`src/rtl/hdmi_acr_if.sv`:
```
// Decoded data-island packet bus from the packet decoder into the ACR receiver.
// One beat per packet; packet_valid qualifies header and subpackets for that cycle.
interface hdmi_acr_if;
  logic             packet_valid;
  logic [23:0]      header;
  logic [3:0][55:0] sub;

  modport master (output packet_valid, output header, output sub);
  modport slave  (input  packet_valid, input  header, input  sub);
endinterface

```
`src/rtl/hdmi_acr_receiver.sv`:
```
// HDMI ACR sink: validates ACR packets, locks onto N/CTS and regenerates a 128*fs
// clock enable plus an fs sample strobe from the pixel clock via a fractional accumulator.
module hdmi_acr_receiver #(
  parameter int unsigned LOCK_COUNT     = 2,
  parameter int unsigned CTS_TOLERANCE  = 2,
  parameter int unsigned TIMEOUT_CYCLES = 100000
) (
  input  logic          i_clk_pixel,
  input  logic          i_reset,
  hdmi_acr_if.slave     i_pkt,
  output logic [19:0]   o_n_out,
  output logic [19:0]   o_cts_out,
  output logic          o_locked,
  output logic          o_acr_error,
  output logic          o_clk_audio_en,
  output logic          o_sample_en
);

  localparam int unsigned TO_W   = $clog2(TIMEOUT_CYCLES + 1);
  localparam int unsigned TO_MAX = TIMEOUT_CYCLES - 1;

  typedef enum logic [1:0] {StUnlocked, StAcquire, StLocked} state_e;

  state_e          r_state;
  logic [19:0]     r_cand_n;
  logic [19:0]     r_cand_cts;
  logic [3:0]      r_match;
  logic [TO_W-1:0] r_timeout;
  logic [19:0]     r_n_out;
  logic [19:0]     r_cts_out;
  logic            r_locked;
  logic            r_acr_error;
  logic [19:0]     r_acc;
  logic [6:0]      r_div;
  logic            r_clk_audio_en;
  logic            r_sample_en;

  logic [55:0] w_sub0;
  logic [19:0] w_n;
  logic [19:0] w_cts;
  logic        w_is_acr;
  logic        w_malformed;
  logic        w_pkt_ok;
  logic        w_cand_eq;
  logic [19:0] w_cts_diff;
  logic        w_in_tol;
  logic        w_timeout;
  logic [3:0]  w_match_inc;
  logic [3:0]  w_match_next;
  logic        w_lock_now;
  logic [20:0] w_sum;
  logic [20:0] w_sum_sub;
  logic        w_unused;

  assign w_unused = ^i_pkt.header[23:8];

  assign w_sub0 = i_pkt.sub[0];
  assign w_n    = {w_sub0[35:32], w_sub0[47:40], w_sub0[55:48]};
  assign w_cts  = {w_sub0[11:8], w_sub0[23:16], w_sub0[31:24]};

  assign w_is_acr    = i_pkt.packet_valid && (i_pkt.header[7:0] == 8'h01);
  assign w_malformed = (i_pkt.sub[1] != w_sub0) || (i_pkt.sub[2] != w_sub0) ||
                       (i_pkt.sub[3] != w_sub0) ||
                       (|{w_sub0[39:36], w_sub0[15:12], w_sub0[7:0]}) ||
                       (w_n == 20'd0) || (w_cts == 20'd0) || (w_n >= w_cts);
  assign w_pkt_ok    = w_is_acr && !w_malformed;

  assign w_cand_eq  = (w_n == r_cand_n) && (w_cts == r_cand_cts);
  assign w_cts_diff = (w_cts >= r_cts_out) ? (w_cts - r_cts_out) : (r_cts_out - w_cts);
  assign w_in_tol   = (w_n == r_n_out) && (w_cts_diff <= CTS_TOLERANCE[19:0]);
  assign w_timeout  = (r_timeout == TO_MAX[TO_W-1:0]);

  // Unlocked always starts a fresh candidate; acquire only counts exact repeats.
  assign w_match_inc  = (r_match == 4'hF) ? r_match : r_match + 4'd1;
  assign w_match_next = ((r_state == StUnlocked) || !w_cand_eq) ? 4'd1 : w_match_inc;
  assign w_lock_now   = (w_match_next >= LOCK_COUNT[3:0]);

  always_ff @(posedge i_clk_pixel) begin
    if (i_reset) begin
      r_state     <= StUnlocked;
      r_cand_n    <= '0;
      r_cand_cts  <= '0;
      r_match     <= '0;
      r_timeout   <= '0;
      r_n_out     <= '0;
      r_cts_out   <= '0;
      r_locked    <= 1'b0;
      r_acr_error <= 1'b0;
    end else begin
      r_acr_error <= w_is_acr && w_malformed;
      if (w_is_acr && w_malformed) begin
        r_match <= '0;
      end
      if (w_pkt_ok) begin
        r_timeout <= '0;
        case (r_state)
          StLocked: begin
            if (w_in_tol) begin
              r_cts_out <= w_cts;
            end else begin
              r_state    <= StAcquire;
              r_locked   <= 1'b0;
              r_cand_n   <= w_n;
              r_cand_cts <= w_cts;
              r_match    <= 4'd1;
            end
          end
          default: begin
            r_cand_n   <= w_n;
            r_cand_cts <= w_cts;
            r_match    <= w_match_next;
            if (w_lock_now) begin
              r_state   <= StLocked;
              r_locked  <= 1'b1;
              r_n_out   <= w_n;
              r_cts_out <= w_cts;
            end else begin
              r_state <= StAcquire;
            end
          end
        endcase
      end else if (w_timeout) begin
        r_state  <= StUnlocked;
        r_locked <= 1'b0;
        r_match  <= '0;
      end else begin
        r_timeout <= r_timeout + TO_W'(1);
      end
    end
  end

  assign w_sum     = {1'b0, r_acc} + {1'b0, r_n_out};
  assign w_sum_sub = w_sum - {1'b0, r_cts_out};

  // One subtraction per cycle is enough because n_out < cts_out.
  always_ff @(posedge i_clk_pixel) begin
    if (i_reset || !r_locked) begin
      r_acc          <= '0;
      r_div          <= '0;
      r_clk_audio_en <= 1'b0;
      r_sample_en    <= 1'b0;
    end else if (w_sum >= {1'b0, r_cts_out}) begin
      r_acc          <= w_sum_sub[19:0];
      r_div          <= r_div + 7'd1;
      r_clk_audio_en <= 1'b1;
      r_sample_en    <= (r_div == 7'd127);
    end else begin
      r_acc          <= w_sum[19:0];
      r_clk_audio_en <= 1'b0;
      r_sample_en    <= 1'b0;
    end
  end

  assign o_n_out        = r_n_out;
  assign o_cts_out      = r_cts_out;
  assign o_locked       = r_locked;
  assign o_acr_error    = r_acr_error;
  assign o_clk_audio_en = r_clk_audio_en;
  assign o_sample_en    = r_sample_en;

endmodule

```
`src/flat_wrapper.sv`:
```
// flat-port wrapper written by rule: the top's interface ports become plain ports
module hdmi_acr_receiver_flat 
#(
  parameter int unsigned LOCK_COUNT     = 2,
  parameter int unsigned CTS_TOLERANCE  = 2,
  parameter int unsigned TIMEOUT_CYCLES = 100000
)
  (i_clk_pixel, i_reset, o_n_out, o_cts_out, o_locked, o_acr_error, o_clk_audio_en, o_sample_en, i_pkt_packet_valid, i_pkt_header, i_pkt_sub);
  hdmi_acr_if i_pkt_i ();
  input  logic i_clk_pixel;
  input  logic i_reset;
  output logic [19:0] o_n_out;
  output logic [19:0] o_cts_out;
  output logic o_locked;
  output logic o_acr_error;
  output logic o_clk_audio_en;
  output logic o_sample_en;
  input wire logic [$bits(i_pkt_i.packet_valid)-1:0] i_pkt_packet_valid;
  input wire logic [$bits(i_pkt_i.header)-1:0] i_pkt_header;
  input wire logic [$bits(i_pkt_i.sub)-1:0] i_pkt_sub;
  assign i_pkt_i.packet_valid = i_pkt_packet_valid;
  assign i_pkt_i.header = i_pkt_header;
  assign i_pkt_i.sub = i_pkt_sub;
  hdmi_acr_receiver #(.LOCK_COUNT(LOCK_COUNT), .CTS_TOLERANCE(CTS_TOLERANCE), .TIMEOUT_CYCLES(TIMEOUT_CYCLES)) u_core (.i_clk_pixel(i_clk_pixel), .i_reset(i_reset), .i_pkt(i_pkt_i), .o_n_out(o_n_out), .o_cts_out(o_cts_out), .o_locked(o_locked), .o_acr_error(o_acr_error), .o_clk_audio_en(o_clk_audio_en), .o_sample_en(o_sample_en));
endmodule
```
`config.mk`:
```
export PLATFORM = sky130hd
export DESIGN_NAME = hdmi_acr_receiver_flat
export DESIGN_NICKNAME = d
export VERILOG_FILES = /design/src/rtl/hdmi_acr_if.sv /design/src/rtl/hdmi_acr_receiver.sv /design/src/flat_wrapper.sv
export SDC_FILE = /design/constraint.sdc
export NUM_CORES = 1
export LEC_CHECK = 0
export BUFFER_PORTS_ARGS = -buffer_cell sky130_fd_sc_hd__buf_2
export CORE_MARGIN = 3
export CORE_UTILIZATION = 55
export CTS_CLUSTER_SIZE = 28
export DETAILED_ROUTE_END_ITERATION = 16
export GPL_TIMING_DRIVEN = 1
export PLACE_DENSITY_LB_ADDON = 0.15
export SYNTH_ARGS = -nofsm -noshare
export SYNTH_HDL_FRONTEND = slang
export SYNTH_SLANG_ARGS = --single-unit
```
`constraint.sdc`:
```
create_clock -name i_clk_pixel -period 6.85 [get_ports i_clk_pixel]
set_input_delay 1.0275 -clock i_clk_pixel [delete_from_list [all_inputs] [get_ports i_clk_pixel]]
set_output_delay 1.0275 -clock i_clk_pixel [all_outputs]
set_load 0.03 [all_outputs]
```
==> metrics.yaml <==
synthTopCellsByArea: "dfxtp_1 (20%), ha_1 (9.5%), xnor2_1 (7.7%)"
grt_overflow: 0
io_pins: 295
r2r-end: "u_core.r_acc[7]"
syn_area_per_cell_sq_um: 7.93
cts_tree: "done"
routed_wl_microns: 56000
htreeDepth: 4
setup_violations: 0
die_area_sq_mm: 0.0264
fillers: 2087
fin_nets: 2275
r2r-start: "u_core.o_n_out[0]"
synth_warnings: 0
grt_pass1_vias: 13500
start_kind: "input port"
criticalPathCategory: "in -> reg"
final_antenna_net_count: 0
r2r_cells: 22
syn_nets: 2054
synth_edf_count: 0
row_count: 56
synth_flop_cell: "dfxtp_1"
syn_area_sq_mm: 0.0135
vias: 14200
slew-limit-headroom: 0.260
grt_max_degree: 133
fmax_mhz: 174
syn_to_final_growth_pct: 15.3
post_drt_wl_per_cell_microns: 24.9
n_antenna_cell: 0
crit_start: "i_pkt_sub[25]"
drt-initial-drc-count: 1444
async_flop_share: 0
synth_seq_cells: 134
end_kind: "flop"
period_needed_ns: 5.74
antenna_found_initial: 0
yosysMostFrequentCell: "nand2b_1"
hp-class: "reg -> reg"
finalCritPeriodShare: 0.838
post_cts_buffers: 0
tns_ns: 0
core_sq_mm: 0.0238
finalClockSkew_ns: 0.0113
cts_resized: 0
cts-root-buf: "clkbuf_16"
p_leak_nw: 6.56
ff_latch_area_sq_mm: 0.00268
ir_worst_vdd_uv: 131
crit_required_ns: 7.20
worst_slew_pin_slew_ns: 1.11
drv_slew: 0
ys_seq_area_frac: 0.199
grt_pass1_wl_microns: 81700
synth_cell_types: 81
gp_congestion: 1.10
arrival_ns: 6.10
crit_end: "u_core.o_cts_out[14]"
clock_sinks: 134
grt_usage: 0.409
status: "complete, no violations"
port_buffers: 278
rsz0062_at_grt: "false"
insertion_delay_ns: 0.43
viasPerCell: 6.33
drcViolationCount: 0
power_density_mw_per_mm2: 147
die_h_microns: 162
post-route-util: 0.654
die_w_microns: 162
max_cap_viol_count: 0
r2r_setup_slack_ns: 1.54
synthCells: 1697
synth_commonest_cells: "nand2b_1 (139), dfxtp_1 (134), nor2_1 (125), xnor2_1 (118), ha_1 (102)"
numCtsBuffers: 17
synth_top_area_frac: 0.199
synth.largest_area_cell: "dfxtp_1"
multiInputGateArea_sq_mm: 0.0100
start_util: 0.567
dr.pass1.iters: 5
cts_hold_buf: 0
clk_pin_slew_ns: 0.06
layout-drive-gt1-share: 0.179
cp_max_fo: 20
hpwl_microns: 43800
hold_viol: 0
cts_buffer_depth: 2
## flip-flops by register name, summed over array words and instances, names as in the netlist
signal / count
u_core.o_acr_error: 1
u_core.o_clk_audio_en: 1
u_core.o_cts_out: 20
u_core.o_locked: 1
u_core.o_n_out: 20
u_core.o_sample_en: 1
u_core.r_acc: 20
u_core.r_cand_cts: 20
u_core.r_cand_n: 20
u_core.r_div: 7
u_core.r_match: 4
u_core.r_state: 2
u_core.r_timeout: 17
## cells in the final DEF (no fill, tap or decap), drive strengths merged, types with 10 or more instances in the layout
cell,netlist,routed
o22ai,18,18
inv,81,84
nand4,59,59
nor4,43,43
and3,16,16
xor2,89,89
o211ai,10,10
dfxtp,134,134
or3,18,18
a21oi,82,82
buf,44,290
nand2b,139,139
mux2i,94,94
ha,102,102
nor2b,13,13
clkbuf,44,19
xnor2,118,118
o21a,14,14
nand2,80,80
a21o,38,38
nand3,36,36
a211oi,18,18
o21ai,59,59
a31oi,11,11
nor3,50,50
nor2,125,125
## worst min path at each step
stage | from | to | slack (ns) | depth (start not counted)
6_report | u_core.r_div[6] | u_core.o_sample_en | 0.45 | 2
5_1_grt | u_core.r_div[6] | u_core.o_sample_en | 0.48 | 2
4_1_cts | u_core.r_div[6] | u_core.o_sample_en | 0.45 | 2
3_5_place_dp | u_core.r_div[6] | u_core.o_sample_en | 0.44 | 2
3_3_place_gp | u_core.r_div[6] | u_core.o_sample_en | 0.43 | 2
2_1_floorplan | u_core.r_div[6] | u_core.o_sample_en | 0.42 | 2
## worst max-delay path, stage by stage
cell and delay [ns]:
buf_2 0.35, inv_1 0.18, fa_1 0.47, nand2b_1 0.22, a21oi_1 0.40, a211oi_1 0.21, o311ai_2 0.51, nor2_1 0.28
nor4b_1 0.41, nand4_1 0.31, a2111oi_2 0.68, a31o_2 0.74, mux2i_1 0.28
## layout make-up
class	instances	share of cell area
multi-input cells	1394	0.645
well taps	319	0.0257
clock buffers	19	0.0292
repair buffers	290	0.0954
inverters	81	0.0196
clock inverters	13	0.0125
flip-flops and latches	134	0.173
## cells by family after synthesis
group | share of synthesized area
XOR/XNOR | 0.135
multiplexers | 0.0699
AO/OA/AOI/OAI | 0.171
flip-flops | 0.199
buffers and inverters | 0.0593
adder cells (fa/ha/maj) | 0.101
AND/OR/NAND/NOR | 0.265
## per-layer routing
metal | part of all wire | wire, microns | vias to the layer above | GRT usage
li1 | - | - | 6558 | -
met1 | 0.40 | 22200 | 6666 | 0.520
met2 | 0.43 | 24400 | 822 | 0.637
met3 | 0.11 | 6080 | 201 | 0.107
met4 | 0.060 | 3340 | 0 | 0.210
met5 | 0 | 0 | - | 0
## through the flow
stage	worst slack, ns	instances	area [sq um]	power, mW	hold WS, ns
final	1.11	2250	15500	2.28	0.453
after global routing	0.804	2250	15500	2.35	0.483
after CTS	1.29	2250	15500	2.26	0.451
after detailed placement	0.873	2218	14900	1.26	0.444
after global placement	0.962	2218	14900	1.26	0.435
after floorplan	2.13	1697	13500	1.07	0.424
## power by group
part	internal, mW	switching [mW]	leakage (nW)
logic	0.183	0.302	5.16
registers	0.781	0.00119	1.08
clock network	0.634	0.380	0.320
total	1.60	0.683	6.56
Note: power is estimated with default switching activity, not from simulation.
